--- src/rtl/fft_bfly_sched_if.sv ---
// Bus between the FFT control / data RAM / twiddle ROM side and fft_bfly_sched.
// Defining FFT_SCHED_STALL_EN adds the stall input.
interface fft_bfly_sched_if #(
    parameter int LOG2N = 6
) ();
    logic             start;
`ifdef FFT_SCHED_STALL_EN
    logic             stall;
`endif
    logic             busy;
    logic             done;
    logic [LOG2N-1:0] stage;
    logic             rd_en;
    logic [LOG2N-1:0] rd_addr_a;
    logic [LOG2N-1:0] rd_addr_b;
    logic [LOG2N-2:0] tw_addr;
    logic             wr_en;
    logic [LOG2N-1:0] wr_addr_a;
    logic [LOG2N-1:0] wr_addr_b;

`ifdef FFT_SCHED_STALL_EN
    modport master (
        output start, stall,
        input  busy, done, stage, rd_en, rd_addr_a, rd_addr_b, tw_addr,
               wr_en, wr_addr_a, wr_addr_b
    );
    modport slave (
        input  start, stall,
        output busy, done, stage, rd_en, rd_addr_a, rd_addr_b, tw_addr,
               wr_en, wr_addr_a, wr_addr_b
    );
`else
    modport master (
        output start,
        input  busy, done, stage, rd_en, rd_addr_a, rd_addr_b, tw_addr,
               wr_en, wr_addr_a, wr_addr_b
    );
    modport slave (
        input  start,
        output busy, done, stage, rd_en, rd_addr_a, rd_addr_b, tw_addr,
               wr_en, wr_addr_a, wr_addr_b
    );
`endif
endinterface

--- src/rtl/fft_bfly_sched.sv ---
// In-place radix-2 DIT FFT butterfly sequencer: read/twiddle addresses plus LAT-delayed write-back.
// Optional feature macro: FFT_SCHED_STALL_EN (adds bus.stall to hold issue in RUN).
module fft_bfly_sched #(
    parameter int LOG2N = 6,
    parameter int LAT   = 4
) (
    input logic              clk,
    input logic              rst_n,
    fft_bfly_sched_if.slave  bus
);
    localparam int HW = LOG2N - 1;
    localparam int DW = (LAT > 1) ? $clog2(LAT) : 1;

    localparam logic [1:0] IDLE  = 2'd0;
    localparam logic [1:0] RUN   = 2'd1;
    localparam logic [1:0] DRAIN = 2'd2;
    localparam logic [1:0] DONE  = 2'd3;

    logic [1:0]       state_q, state_n;
    logic [LOG2N-1:0] s_q, s_n;
    logic [HW-1:0]    k_q, k_n;
    logic [DW-1:0]    d_q, d_n;
    logic             issue;
    logic             stall_w;

    logic             busy_q, done_q, rd_en_q;
    logic [LOG2N-1:0] ra_q, rb_q;
    logic [HW-1:0]    tw_q;

    logic [LOG2N-1:0] kx, span, mask, lo, a_n, b_n;
    logic [HW-1:0]    tw_n;

    logic [LAT-1:0]   sr_en;
    logic [LOG2N-1:0] sr_a [LAT];
    logic [LOG2N-1:0] sr_b [LAT];

`ifdef FFT_SCHED_STALL_EN
    assign stall_w = bus.stall;
`else
    assign stall_w = 1'b0;
`endif

    // Outputs are registered from next-state values, so k_q is the butterfly
    // shown this cycle; it only advances once rd_en_q confirms it was issued.
    always_comb begin
        state_n = state_q;
        s_n     = s_q;
        k_n     = k_q;
        d_n     = d_q;
        issue   = 1'b0;
        case (state_q)
            IDLE: begin
                if (bus.start) begin
                    state_n = RUN;
                    s_n     = '0;
                    k_n     = '0;
                    issue   = 1'b1;
                end
            end
            RUN: begin
                if (rd_en_q) begin
                    if (k_q == '1) begin
                        state_n = DRAIN;
                        k_n     = '0;
                        d_n     = '0;
                    end else begin
                        k_n = k_q + HW'(1);
                    end
                end
                issue = (state_n == RUN) && !stall_w;
            end
            DRAIN: begin
                if (d_q == DW'(LAT - 1)) begin
                    if (s_q == LOG2N'(LOG2N - 1)) begin
                        state_n = DONE;
                    end else begin
                        s_n     = s_q + LOG2N'(1);
                        state_n = RUN;
                        issue   = 1'b1;
                    end
                end else begin
                    d_n = d_q + DW'(1);
                end
            end
            DONE:    state_n = IDLE;
            default: state_n = IDLE;
        endcase
    end

    // A address inserts a zero at bit s of k; B sets that bit.
    always_comb begin
        kx   = {1'b0, k_n};
        span = LOG2N'(1) << s_n;
        mask = span - LOG2N'(1);
        lo   = kx & mask;
        a_n  = ((kx >> s_n) << (s_n + LOG2N'(1))) | lo;
        b_n  = a_n | span;
        tw_n = HW'(lo << (LOG2N'(HW) - s_n));
    end

    always_ff @(posedge clk or negedge rst_n) begin
        if (!rst_n) begin
            state_q <= IDLE;
            s_q     <= '0;
            k_q     <= '0;
            d_q     <= '0;
            busy_q  <= 1'b0;
            done_q  <= 1'b0;
            rd_en_q <= 1'b0;
            ra_q    <= '0;
            rb_q    <= '0;
            tw_q    <= '0;
        end else begin
            state_q <= state_n;
            s_q     <= s_n;
            k_q     <= k_n;
            d_q     <= d_n;
            busy_q  <= (state_n == RUN) || (state_n == DRAIN);
            done_q  <= (state_n == DONE);
            rd_en_q <= issue;
            if (issue) begin
                ra_q <= a_n;
                rb_q <= b_n;
                tw_q <= tw_n;
            end
        end
    end

    // Write-back delay line, free-running and independent of the FSM.
    always_ff @(posedge clk or negedge rst_n) begin
        if (!rst_n) begin
            sr_en <= '0;
            for (int unsigned i = 0; i < LAT; i++) begin
                sr_a[i] <= '0;
                sr_b[i] <= '0;
            end
        end else begin
            sr_en[0] <= rd_en_q;
            sr_a[0]  <= ra_q;
            sr_b[0]  <= rb_q;
            for (int unsigned i = 1; i < LAT; i++) begin
                sr_en[i] <= sr_en[i-1];
                sr_a[i]  <= sr_a[i-1];
                sr_b[i]  <= sr_b[i-1];
            end
        end
    end

    assign bus.busy      = busy_q;
    assign bus.done      = done_q;
    assign bus.stage     = s_q;
    assign bus.rd_en     = rd_en_q;
    assign bus.rd_addr_a = ra_q;
    assign bus.rd_addr_b = rb_q;
    assign bus.tw_addr   = tw_q;
    assign bus.wr_en     = sr_en[LAT-1];
    assign bus.wr_addr_a = sr_a[LAT-1];
    assign bus.wr_addr_b = sr_b[LAT-1];
endmodule

--- src/flat_wrapper.sv ---
// flat-port wrapper written by rule: the top's interface ports become plain ports
module fft_bfly_sched_flat 
#(
    parameter int LOG2N = 6,
    parameter int LAT   = 4
)
  (clk, rst_n, bus_start, bus_busy, bus_done, bus_stage, bus_rd_en, bus_rd_addr_a, bus_rd_addr_b, bus_tw_addr, bus_wr_en, bus_wr_addr_a, bus_wr_addr_b);
  fft_bfly_sched_if #(.LOG2N(LOG2N)) bus_i ();
  input logic clk;
  input logic rst_n;
  input wire logic [$bits(bus_i.start)-1:0] bus_start;
  output wire logic [$bits(bus_i.busy)-1:0] bus_busy;
  output wire logic [$bits(bus_i.done)-1:0] bus_done;
  output wire logic [$bits(bus_i.stage)-1:0] bus_stage;
  output wire logic [$bits(bus_i.rd_en)-1:0] bus_rd_en;
  output wire logic [$bits(bus_i.rd_addr_a)-1:0] bus_rd_addr_a;
  output wire logic [$bits(bus_i.rd_addr_b)-1:0] bus_rd_addr_b;
  output wire logic [$bits(bus_i.tw_addr)-1:0] bus_tw_addr;
  output wire logic [$bits(bus_i.wr_en)-1:0] bus_wr_en;
  output wire logic [$bits(bus_i.wr_addr_a)-1:0] bus_wr_addr_a;
  output wire logic [$bits(bus_i.wr_addr_b)-1:0] bus_wr_addr_b;
  assign bus_i.start = bus_start;
  assign bus_busy = bus_i.busy;
  assign bus_done = bus_i.done;
  assign bus_stage = bus_i.stage;
  assign bus_rd_en = bus_i.rd_en;
  assign bus_rd_addr_a = bus_i.rd_addr_a;
  assign bus_rd_addr_b = bus_i.rd_addr_b;
  assign bus_tw_addr = bus_i.tw_addr;
  assign bus_wr_en = bus_i.wr_en;
  assign bus_wr_addr_a = bus_i.wr_addr_a;
  assign bus_wr_addr_b = bus_i.wr_addr_b;
  fft_bfly_sched #(.LOG2N(LOG2N), .LAT(LAT)) u_core (.clk(clk), .rst_n(rst_n), .bus(bus_i));
endmodule
--- config.mk ---
export PLATFORM = sky130hd
export DESIGN_NAME = fft_bfly_sched_flat
export DESIGN_NICKNAME = d
export VERILOG_FILES = /design/src/rtl/fft_bfly_sched_if.sv /design/src/rtl/fft_bfly_sched.sv /design/src/flat_wrapper.sv
export SDC_FILE = /design/constraint.sdc
export NUM_CORES = 1
export LEC_CHECK = 0
export BUFFER_PORTS_ARGS = -buffer_cell sky130_fd_sc_hd__buf_2
export CAP_MARGIN = 30
export CORE_ASPECT_RATIO = 1.5
export CORE_MARGIN = 2
export CORE_UTILIZATION = 58
export DETAILED_ROUTE_END_ITERATION = 7
export HOLD_SLACK_MARGIN = 0.08
export PLACE_DENSITY_LB_ADDON = 0.3
export SLEW_MARGIN = 20
export SYNTH_ARGS = -nofsm -noshare
export SYNTH_HDL_FRONTEND = slang
export SYNTH_SLANG_ARGS = --single-unit
--- constraint.sdc ---
create_clock -name clk -period 3.85 [get_ports clk]
set_clock_uncertainty 0.05 [all_clocks]
set_input_delay 0.385 -clock clk [delete_from_list [all_inputs] [get_ports clk]]
set_output_delay 0.385 -clock clk [all_outputs]
set_load 0.01 [all_outputs]
# [Word level (Yosys, flattened, before mapping)]
# Index checks and enable logic that the tools add are counted.
# W data, S select, Z words.
[op_classes] bitwise_logic=3 add_sub_neg=6 n_shift=4 mux=23 reduce_logical=4 eq_ne=13
[op_table] operator="$mux W2" n=9
[op_table] operator="$mux W6" n=3
[op_table] operator="$mux W5" n=3
[op_table] operator="$add A6 B1 Y6 const B" n=2
[op_table] operator="$or A6 B6 Y6" n=2
[op_table] operator="$pmux W6 S2" n=1
[op_table] operator="$eq A2 B2 Y1 const B" n=5
[op_table] operator="$pmux W5 S2" n=1
[op_table] operator="$pmux W2 S4" n=1
[op_table] operator="$and A5 B6 Y6" n=1
[op_table] operator="$eq A2 B1 Y1 const B" n=3
[op_table] operator="$eq A6 B3 Y1 const B" n=1
[op_table] operator="$shl A1 B6 Y6 const A" n=1
[op_table] operator="$shl A6 B6 Y5" n=1
[op_table] operator="$shl A6 B6 Y6" n=1
[op_table] operator="$shr A5 B6 Y6" n=1
[op_table] operator="$sub A3 B6 Y6 const A" n=1
[op_table] operator="$sub A6 B1 Y6 const B" n=1
[op_table] operator="$add A5 B1 Y5 const B" n=1
[op_table] operator="$eq A5 B5 Y1 const B" n=1
[op_table] operator="$ne A2 B1 Y1 const B" n=2
[op_table] operator="$pmux W2 S2" n=1
[op_table] operator="$reduce_and A4 Y1" n=1
[op_table] operator="$mux W1" n=3
[op_table] operator="6 further kinds" n=6
[totals] input_bits=3 output_inout_bits=39 register_bits=87 wordCells=72

# [Depth between registers and ports, before layout]
[logic_depth] ltp_word=9 mapped_depth=16 mapped_depth_nobuf=14

# [Worst setup path before layout]
# OpenSTA, ideal clock, no wires.
[synth_path] path_kind="reg-to-reg" start="register u_core.s_q[0] (netlist: u_core.bus.stage[0])" end="register u_core.ra_q[4] (netlist: u_core.bus.rd_addr_a[4])" required_ns=3.735 setup_time_ns=0.065 t_arrival_ns=3.213 slack_ns=0.522 synth_period_minus_slack_ns=3.328 stages_incl_launch_ff=13 cell_sequence="dfrtp_1 > ha_1 > or4b_4 > mux2i_1 > and3_2 > inv_2 > clkbuf_1 > ha_1 > inv_1 > or3_1 > a31o_1 > a211oi_2 > a211o_1"
[synth_via] elab_chain_len=8 elab_cells_between_ends=16
[synth_rtl] element="from (decl)" line_no="fft_bfly_sched.sv:20" text="logic [LOG2N-1:0] s_q, s_n;"
[synth_rtl] element="from (signal assigned)" line_no="fft_bfly_sched.sv:115" text="s_q <= s_n;"
[synth_rtl] element="$add A6 B1 Y6 or $eq A6 B3 Y1 (tied branches)" line_no="fft_bfly_sched.sv:77, fft_bfly_sched.sv:74"
[synth_rtl] element="$mux W6" line_no="fft_bfly_sched.sv:74" text="if (s_q == LOG2N'(LOG2N - 1)) begin"
[synth_rtl] element="$mux W6" line_no="fft_bfly_sched.sv:73" text="if (d_q == DW'(LAT - 1)) begin"
[synth_rtl] element="$pmux W6 S2 (*)" line_no="fft_bfly_sched.sv:51" text="case (state_q)"
[synth_rtl] element="via u_core.s_n[0]" line_no="fft_bfly_sched.sv:20"
[synth_rtl] element="branches (longest 3 deep; another with $add A6 B1 Y6)"
[synth_rtl] element="$or A6 B6 Y6 (*)" line_no="fft_bfly_sched.sv:96" text="a_n = ((kx >> s_n) << (s_n + LOG2N'(1))) | lo;"
[synth_rtl] element="to (signal assigned)" line_no="fft_bfly_sched.sv:122" text="ra_q <= a_n;"
[synth_rtl] element="to (decl)" line_no="fft_bfly_sched.sv:27" text="logic [LOG2N-1:0] ra_q, rb_q;"
# Mark *: on every way through the listed nets, which the timed path passes.
# A chain may end at the register's enable or synchronous reset.

# [Worst setup path in the final report]
[layout_path] start="register u_core.s_q[0] (netlist: u_core.bus.stage[0])" end="register u_core.rb_q[4] (netlist: u_core.bus.rd_addr_b[4])"
[layout_via] elab_chain_len=9 elab_cells_between_ends=17
[layout_rtl] element="branches (longest 9 deep; another with $add A6 B1 Y6)"
[layout_rtl] element="to (signal assigned)" line_no="fft_bfly_sched.sv:123" text="rb_q <= b_n;"
[layout_rtl] element="to (decl)" line_no="fft_bfly_sched.sv:27"
# Parallel ways; which one is timed is not known.

==> results.md <==
- The flow ran to the end, and the final reports show no timing, DRC or antenna violations.
- The critical path is of the flip-flop to flip-flop type.
- Setup repair after global routing left no endpoint under its margin.
- The number of nets handed over by synthesis was 341.
- The top-level I/O count is 42.
- From synthesis to final layout, the design area changed by 11.15%.
- The ratio of cells with drive above 1 in the final layout is 0.2425.
- The share of the Yosys chip area taken by registers is 0.5726.
- The number of placed cells counting well taps is 426.
- The standard cell area after detailed placement is 4020 sq um.
- The final-report setup violation count is 0.
- The die area is 7233 sq um.
- At the end of routability-driven placement, the weighted congestion stood at 0.8624.
- Summed over all cells, the static leakage comes to 2.042 nW.
- The clock latency at the later pin of the worst-skew pair is 350 ps.
- The achievable clock frequency is 274.7 MHz.
- Yosys printed 0 warnings.
- Counting instances in the post-synthesis netlist gives the leading cell types as 87 x dfrtp_1, 25 x nand2_1, 21 x nor2_1.
- After clock tree synthesis, the clock-pin slew on the worst setup and hold paths is 80 ps.
- For this configuration, the core starts out at a cell density of 0.5903.
- The global-route met2 utilization is 0.3597.
- The final antenna diode count is 0.
- The initial antenna violation count came to 0.
- From bottom edge to top edge, the die measures 103.2 um.
- For this run, global-route usage on met1 was measured as 0.2570.
- The total of fill cells in the finished design is 493.
- Excluding fillers, the count of instances in the completed layout stands at 443.
- The horizontal extent of the die is 70.11 um.
- For this run, design rule violations remaining after detail routing come to 0.
- In this run, synthesis produced a sequential element count of 87.
- The minimum setup slack after placement is 295.0 ps.
- The average detailed-routed wire length per instance is 16.67 um.
- The endpoint arrival time on the critical path is 3890 ps.
- The port buffer count is 41.
- Across every metal layer, demand over resource in global routing totals 0.2175.
- The maximum number of pins on one net before global-route repair is 65.
- The dominant synthesized flop cell is dfrtp_1.
- The maximum clock path buffer count is 2.
- Detailed routing inserted a total of 2626 vias.
- The number of detailed-routing iterations run before antenna repair is 4.
- Summing all non-filler instances in the final layout gives an area of 4227 sq um.
- The first global-routing pass estimated 12050 um of wire.
- The dominant cell by count in the synthesized netlist is dfrtp_1.
- Summed over all layers, the global routing overflow is 0.
- Counting flops with an async set or reset pin after synthesis yields a share of 1.000.
- After legalization and detailed placement, the total HPWL measured 5233 um.
- The clock tree root driver cell is clkbuf_8.
- At the pin with the least slew margin, the transition time is 684.1 ps.
- The worst setup path is captured at a flip-flop.
- The peak supply drop is 0.0003164 V.
- The count of standard-cell rows is 36.
- For this run, global-route usage on met3 was measured as 0.05767.
- The overall routed net length is 7384 um.
- The largest total area in the synthesized netlist belongs to dfrtp_1.
- Once detail routing completed, the nets flagged for antenna violations numbered 0.
- The cell area after synthesis is 3802 sq um.
- The path class of the tightest hold or removal check is flip-flop to flip-flop.
- In this run the tightest slew margin relative to its limit is 0.5309.
- The net count of the finished layout is 375.
- The number of global-route vias before repair is 2513.
- In the post-synthesis netlist, the biggest area contributors are dfrtp_1 57%, ha_1 3.3%, buf_4 2.6%, nand2_1 2.5%, mux2i_1 2.1%.
- The core region is 6441 sq um.
- The power density over the cells is 796.9 nW/um^2.
- The post-CTS repair timing setup buffer count is 0.
- Along the worst path, the maximum fanout reaches 16.
- The number of DRC violations after detailed-routing iteration 0 is 149.
- The clock buffer count from CTS is 9.
- The layer with the highest usage after global routing is met2.
- The share of synthesized area in the top cell type comes to 0.5726.
- The setup slack of the critical path after layout is 210.2 ps.
- The number of failing hold endpoints at the final stage is 0.
- The total negative slack is 0 ps.
- Synthesis produced 328 cells.
- Clock tree synthesis found a total of 87 sinks.
- The category of the worst setup path launch point is a flip-flop.
- The max capacitance violation total is 0.
- Counting flops with a built-in enable in the synthesized netlist gives 0.
- In the finished design, the share of the clock period the worst path needs comes to 0.9454.
- The final critical delay including setup and external delays is 3640 ps.
- The required time of the worst setup path is 4100 ps.
- The max-slew violation total from the final report is 0.
- The average via count per standard cell is 5.928.
- The deepest level of the CTS H-tree is 3.
- In this run, distinct cell masters in the synthesized netlist total 72.
- In this run the mean area of a mapped cell was 11.59 sq um.
- The clock tree from TritonCTS is yes.
-- layout by cell type (no fill, tap or decap), types with 2 or more instances in the layout --
| master | instances |
|---|---|
| o21ai_0 | 13 |
| a22o_1 | 3 |
| dfrtp_1 | 87 |
| xnor2_1 | 4 |
| buf_4 | 7 |
| a21o_1 | 3 |
| inv_2 | 4 |
| nand2_1 | 25 |
| clkbuf_8 | 9 |
| a31oi_1 | 7 |
| o31ai_1 | 3 |
| o32a_1 | 2 |
| nor2_1 | 21 |
| o22a_1 | 2 |
| a21oi_1 | 8 |
| o21ai_1 | 2 |
| buf_2 | 40 |
| nor2b_1 | 5 |
| nor3_1 | 3 |
| ha_1 | 10 |
| and3_1 | 3 |
| inv_6 | 2 |
| a22oi_1 | 3 |
| mux2i_1 | 8 |
| inv_1 | 8 |
| nand3_1 | 16 |
| o21a_1 | 2 |
| xor2_1 | 3 |
| clkinv_2 | 2 |
| a211o_1 | 2 |
| and2_1 | 3 |
| o22ai_1 | 2 |
| nand4_1 | 9 |
-- worst max-delay path: stages (launching register included) --
cell and delay [ps]:
dfrtp_1 520, ha_1 220, or4b_4 480, mux2i_1 200, and3_2 350, inv_2 180
ha_1 420, inv_1 140, or3_1 390, a31o_1 240, a211oi_2 250, a211o_1 130
-- where the power goes --
part	internal [W]	leakage (nW)	switching, W
sequential	0.00125	1.08	0.000170
combinational	0.000545	0.862	0.000789
clock	0.000303	0.101	0.000310
-- flip-flops by register name (all words and copies together), names as in the netlist --
register	flops
u_core.bus.busy	1
u_core.sr_a	18
u_core.bus.wr_addr_a	6
u_core.state_q	2
u_core.d_q	2
u_core.bus.rd_addr_a	6
u_core.bus.tw_addr	5
u_core.sr_b	18
u_core.bus.rd_en	1
u_core.bus.done	1
u_core.sr_en	4
u_core.k_q	5
u_core.bus.stage	6
u_core.bus.wr_addr_b	6
u_core.bus.rd_addr_b	6
-- cells by family after synthesis --
kind of cell | Yosys count | share of synthesized area
AO/OA/AOI/OAI | 74 | 0.1550
XOR/XNOR | 7 | 0.01612
adder cells (fa/ha/maj) | 10 | 0.03291
buffers and inverters | 39 | 0.05429
flip-flops | 87 | 0.5726
multiplexers | 8 | 0.02106
AND/OR/NAND/NOR | 103 | 0.1481
-- through the flow --
stage	util	hold WS [ps]	power (W)
2_1_floorplan	-	39.41	0.002413
3_3_place_gp	0.6199	281.5	0.002709
3_5_place_dp	0.6241	271.3	0.002762
4_1_cts	0.6558	302.7	0.003389
5_1_grt	0.6562	312.9	0.003614
6_report	0.6562	300.9	0.003368
-- final cells by class --
class,count,area (sq um),area share
Sequential cell,87,2177,0.5151
Multi-Input combinational cell,202,1421,0.3363
Timing Repair Buffer,49,290.3,0.06868
Clock buffer,10,127.6,0.03020
Tap cell,76,95.09,0.02250
Clock inverter,6,66.31,0.01569
Inverter,13,48.80,0.01155
-- routing by layer --
metal	up-vias	routed length, um
li1	1238	-
met1	1283	3068
met2	82	3672
met3	23	325
met4	0	316
met5	-	0
-- final timing paths --
| kind | start | to | slack (ps) | depth (start not counted) |
|---|---|---|---|---|
| setup / recovery | u_core.bus.stage[0] | u_core.bus.rd_addr_b[4] | 210 | 11 |
| hold / removal | u_core.sr_b[12] | u_core.sr_b[6] | 300 | 0 |
| setup reg to reg | u_core.bus.stage[0] | u_core.bus.rd_addr_b[4] | 210 | 11 |
| hold reg to reg | u_core.sr_b[12] | u_core.sr_b[6] | 300 | 0 |
| max in group asynchronous | rst_n | u_core.sr_a[21] | 2730 | 3 |
| min in group asynchronous | rst_n | u_core.bus.busy | 430 | 2 |
-- repair_timing --
action	in CTS	in global routing
hold buffers	1	0
setup endpoints to repair	0	4
resized for setup	0	1
hold endpoints to repair	23	0
Note: power is estimated with default switching activity, not from simulation.
